### src/rtl/ysyx_23060042_seq_pkg.sv
// Shared types for the multi-cycle control sequencer: FSM state encoding
// and the halt reason codes reported on halt_code.
package ysyx_23060042_seq_pkg;

  typedef enum logic [2:0] {
    FETCH  = 3'd0,
    IWAIT  = 3'd1,
    DECODE = 3'd2,
    MEM    = 3'd3,
    MWAIT  = 3'd4,
    WB     = 3'd5,
    HALT   = 3'd6
  } seq_state_e;

  localparam logic [1:0] HALT_EBREAK  = 2'd0;
  localparam logic [1:0] HALT_ILLEGAL = 2'd1;
  localparam logic [1:0] HALT_TIMEOUT = 2'd2;

endpackage

### src/rtl/ysyx_23060042_seq_perf.sv
// Free-running performance counters: cycles since reset and retired
// instructions. Both wrap modulo 2^CNT_W.
module ysyx_23060042_seq_perf #(
  parameter int CNT_W = 64
) (
  input  logic             clk,
  input  logic             rst,
  input  logic             retire,
  output logic [CNT_W-1:0] cycle_cnt,
  output logic [CNT_W-1:0] instret_cnt
);

  // Count every non-reset cycle, and every retire pulse.
  always_ff @(posedge clk) begin
    if (rst) begin
      cycle_cnt   <= '0;
      instret_cnt <= '0;
    end else begin
      cycle_cnt <= cycle_cnt + 1'b1;
      if (retire) instret_cnt <= instret_cnt + 1'b1;
    end
  end

endmodule

### src/rtl/ysyx_23060042_seq.sv
// Multi-cycle control sequencer for the RV32E datapath. Handshakes imem and
// dmem, then strobes IR/PC/regfile enables once per instruction; halts on
// ebreak, illegal opcode or memory timeout.
// Optional: define YSYX_SEQ_PERF_CNT_EN to build the cycle/instret counters;
// otherwise both counter ports read 0.
module ysyx_23060042_seq
  import ysyx_23060042_seq_pkg::*;
#(
  parameter int TIMEOUT_CYC = 1024,
  parameter int CNT_W       = 64
) (
  input  logic             clk,
  input  logic             rst,
  output logic             imem_req_valid,
  input  logic             imem_req_ready,
  input  logic             imem_rsp_valid,
  output logic             dmem_req_valid,
  output logic             dmem_req_we,
  input  logic             dmem_req_ready,
  input  logic             dmem_rsp_valid,
  input  logic             dec_load,
  input  logic             dec_store,
  input  logic             dec_reg_we,
  input  logic             dec_ebreak,
  input  logic             dec_illegal,
  output logic             ir_wen,
  output logic             pc_wen,
  output logic             reg_wen,
  output logic             retire,
  output logic             halted,
  output logic [1:0]       halt_code,
  output logic [CNT_W-1:0] cycle_cnt,
  output logic [CNT_W-1:0] instret_cnt
);

  // Watchdog trips on the cycle where it has already counted TIMEOUT_CYC-1
  // idle wait cycles, i.e. the TIMEOUT_CYC-th cycle spent waiting.
  localparam logic [15:0] WD_LAST = 16'(TIMEOUT_CYC - 1);

  seq_state_e  state;
  logic [1:0]  code_q;
  logic [15:0] wdog;
  logic        st_q;   // decoded store, captured in DECODE
  logic        rwe_q;  // decoded rd write, captured in DECODE

  // Sequencer FSM with inline watchdog; response beats the timeout.
  always_ff @(posedge clk) begin
    if (rst) begin
      state  <= FETCH;
      code_q <= HALT_EBREAK;
      wdog   <= '0;
      st_q   <= 1'b0;
      rwe_q  <= 1'b0;
    end else begin
      case (state)
        FETCH: if (imem_req_ready) begin
          state <= IWAIT;
          wdog  <= '0;
        end
        IWAIT: begin
          if (imem_rsp_valid) begin
            state <= DECODE;
            wdog  <= '0;
          end else if (wdog == WD_LAST) begin
            state  <= HALT;
            code_q <= HALT_TIMEOUT;
          end else begin
            wdog <= wdog + 1'b1;
          end
        end
        DECODE: begin
          st_q  <= dec_store;
          rwe_q <= dec_reg_we;
          if (dec_illegal) begin
            state  <= HALT;
            code_q <= HALT_ILLEGAL;
          end else if (dec_ebreak) begin
            state  <= HALT;
            code_q <= HALT_EBREAK;
          end else if (dec_load || dec_store) begin
            state <= MEM;
          end else begin
            state <= WB;
          end
        end
        MEM: if (dmem_req_ready) begin
          state <= MWAIT;
          wdog  <= '0;
        end
        MWAIT: begin
          if (dmem_rsp_valid) begin
            state <= WB;
            wdog  <= '0;
          end else if (wdog == WD_LAST) begin
            state  <= HALT;
            code_q <= HALT_TIMEOUT;
          end else begin
            wdog <= wdog + 1'b1;
          end
        end
        WB:      state <= FETCH;
        HALT:    state <= HALT;
        default: state <= FETCH;
      endcase
    end
  end

  // Strobes decode from registered state; all are held low while in reset.
  assign imem_req_valid = ~rst & (state == FETCH);
  assign dmem_req_valid = ~rst & (state == MEM);
  assign dmem_req_we    = dmem_req_valid & st_q;
  assign ir_wen         = ~rst & (state == IWAIT) & imem_rsp_valid;
  assign pc_wen         = ~rst & (state == WB);
  assign reg_wen        = pc_wen & rwe_q & ~st_q;
  assign retire         = pc_wen;
  assign halted         = (state == HALT);
  assign halt_code      = code_q;

`ifdef YSYX_SEQ_PERF_CNT_EN
  ysyx_23060042_seq_perf #(.CNT_W(CNT_W)) u_perf (
    .clk         (clk),
    .rst         (rst),
    .retire      (retire),
    .cycle_cnt   (cycle_cnt),
    .instret_cnt (instret_cnt)
  );
`else
  assign cycle_cnt   = '0;
  assign instret_cnt = '0;
`endif

endmodule

### config.mk
export PLATFORM = sky130hd
export DESIGN_NAME = ysyx_23060042_seq
export DESIGN_NICKNAME = d
export VERILOG_FILES = /design/src/rtl/ysyx_23060042_seq_pkg.sv /design/src/rtl/ysyx_23060042_seq_perf.sv /design/src/rtl/ysyx_23060042_seq.sv
export SDC_FILE = /design/constraint.sdc
export NUM_CORES = 1
export LEC_CHECK = 0
export CAP_MARGIN = 15
export CORE_MARGIN = 2
export CORE_UTILIZATION = 30
export CTS_CLUSTER_DIAMETER = 30
export DETAILED_ROUTE_END_ITERATION = 10
export GPL_TIMING_DRIVEN = 0
export PLACE_DENSITY = 0.79
export SYNTH_ARGS = -nofsm -noshare
export SYNTH_HDL_FRONTEND = slang
export SYNTH_HIERARCHICAL = 1
export SYNTH_SLANG_ARGS = --single-unit
### constraint.sdc
create_clock -name clk -period 2 [get_ports clk]
set_input_delay 0.3 -clock clk [delete_from_list [all_inputs] [get_ports clk]]
set_output_delay 0.3 -clock clk [all_outputs]
set_load 0.01 [all_outputs]
==> reports/qor.yml <==
global_route:
  grt-ovfl-total: 0
  grt_max_degree: 14
  grt_pass1_vias: 1783
  antenna_found_initial: 0
  grt_pass1_wl_um: 7640
  grt_util_all_layers_pct: 10.1
floorplanning:
  core_area_um2: 7810
  die_w_um: 94.3
  io_pins: 149
  fp-row-count: 32
  die_y_um: 94.3
  start_util_pct: 31.3
  die_area_um2: 8880
cts:
  cts_tree: "done"
  cts_buffers: 3
  htree_levels: 1
  cts-hold-fix-buffers: 0
  clockBufferDepth: 2
  numClockSinks: 23
  insertion_delay_ps: 270
  clk_pin_slew_ps: 80
  root_buffer: "clkbuf_8"
sta:
  max_freq_mhz: 523
  layout_min_cycle_time_ps: 1910
  rsz0062_at_grt: "false"
  setup_ws_ps: 86.4
  maxSlewHeadroom_pct: 54.3
  finalClockSkew_ps: 2.13
  finalHoldViolations: 0
  tightest_slew_ps: 680
  post-route-period-util_pct: 95.7
  setup_viol: 0
  finalMaxSlewViolations: 0
yosys:
  netlist_instances: 302
  synth_edf_count: 0
  yosysSeqAreaShare_pct: 18.8
  ys_ff_latch: 23
  ys.flop_type: "dfxtp_1"
  yosysTopAreaCell: "buf_4"
  yosys-top-cells-area: "buf_4 (40%), dfxtp_1 (19%), a21oi_1 (2.9%)"
  netlist.area_leader.share_pct: 39.9
  yosysMostFrequentCell: "buf_4"
  synth_top_cells_by_count: "buf_4 (130), dfxtp_1 (23), a21oi_1 (14), nand2_1 (9), o21ai_0 (9)"
  synth_area_um2: 2440
  synth.distinct_cells: 55
  ys_warn_count: 6
  syn_avg_cell_area_um2: 8.09
  ys_async_sr_fraction_pct: 0
cells_and_area:
  synthToLayoutAreaGrowth_pct: 39.3
  drive_above_1_share_pct: 39.0
  final_nets: 472
  multi_input_area_um2: 1470
  fill_cells: 768
  antenna_cells: 0
  postLayoutCellArea_um2: 3400
  seq_area_um2: 462
run:
  cap_violations: 0
detailed_routing:
  met2_length_um: 2650
  wl_met3_um: 441
  drtIter0Drc: 116
  dr.pass1.iters: 5
  via_per_inst: 3.89
  totalWireLength_um: 5040
  wl_met1_um: 1910
  dr.max_layer_used: "met4"
  vias: 2182
  wl_per_cell_um: 8.98
  ant_nets: 0
  drc: 0
critical_path:
  crit_family: "buffers and inverters"
  crit_arrival_ps: 2120
  critPathMaxStageDelay_ps: 600
  crit_fanout: 10
  crit_path_start_kind: "input pin"
  critical-path-slowest-cell: "or4_2"
  path_buf_inv: 2
  crit_type: "input pin to flop"
  cp_data_required_time_ps: 2210
  cp-end-kind: "flop"
  cp_cell_sequence: "clkdlybuf4s50_1, a21bo_2, nand3_4, buf_4, or4_2, a21oi_1"
hold_path:
  hold_path.class: "flop to flop"
placed_design:
  dpl_cell_area_um2: 3250
  globalplace.congestion: 0.826
  port_buffers: 20
  dp_hpwl_um: 4030
  pre_cts_ws_ps: -468
pwr:
  p_leak_nw: 1.76
  power_density_nw_per_um2: 411
  ir_drop_uv: 303
  finalPower_mw: 1.40
run_status:
  status: "finished, final reports clean"
[metal layers]
metal / global-route usage, % / up-vias
li1: - / 1129
met1: 11.2 / 952
met2: 19.6 / 95
met3: 1.93 / 6
met4: 2.29 / 0
met5: 0 / -
[cell families after synthesis]
logic type,after synthesis,share of synthesized area [%]
AOI/OAI and AO/OA,55,16.0
muxes,6,2.46
DFF,23,18.8
and+or+nand+nor,73,19.8
adders and majority gates,1,0.512
buffers and inverters,143,42.3
other,1,0.153
[tightest hold or removal path, cell delays in order, from the launching register on]
cell and delay, ps:
dfxtp_1 330, o41ai_1 60, a21oi_1 50
[registers in the layout, indices dropped and copies added (netlist names)]
signal     cells
halt_code      2
st_q           1
wdog          16
rwe_q          1
state          3
[layout by cell type, fill, tap and decap left out, types with 7 or more instances in the layout]
cell type        count
a21oi_1             14
clkdlybuf4s50_1     12
buf_4              137
dfxtp_1             22
o31ai_1              7
o21ai_0              9
nand2_1              9
conb_1             128
[per-stage QoR]
step / util, % / std cells / setup TNS, ps / hold slack (ps)
CTS: 42.9 / 556 / 0 / 495
global route: 43.6 / 561 / 0 / 525
floorplan: - / 429 / 0 / 414
finish: 43.6 / 561 / 0 / 491
detailed placement: 41.6 / 551 / -6970 / 483
global placement: 41.6 / 551 / -6170 / 475
[area by class of cell]
| type | instances | share of cell area, % |
|---|---|---|
| Multi-Input combinational cell | 263 | 43.3 |
| Buffer | 139 | 30.7 |
| Sequential cell | 23 | 13.6 |
| Timing Repair Buffer | 26 | 6.91 |
| Tap cell | 102 | 3.75 |
| Clock buffer | 3 | 1.21 |
| Inverter | 4 | 0.441 |
| Clock inverter | 1 | 0.147 |
[where the power goes]
part	switching [mW]	total [mW]	internal, mW
Combinational	0.319	0.622	0.303
Clock	0.151	0.290	0.139
Sequential	0.0120	0.487	0.475
[worst paths after layout]
path                                     start            to  slack [ps]  cells past startpoint
worst max-delay path            dmem_req_ready       wdog[2]          90                      6
worst min-delay path                  wdog[14]      wdog[14]         490                      2
worst max register to register        wdog[11]  halt_code[1]         100                      5
worst min register to register        wdog[14]      wdog[14]         490                      2
[what timing repair did]
item	in CTS	in global routing
endpoints found under the setup margin	23	14
pin swaps	0	2
resized for setup	27	10
buffers inserted	1	5
Note: power is estimated with default switching activity, not from simulation.
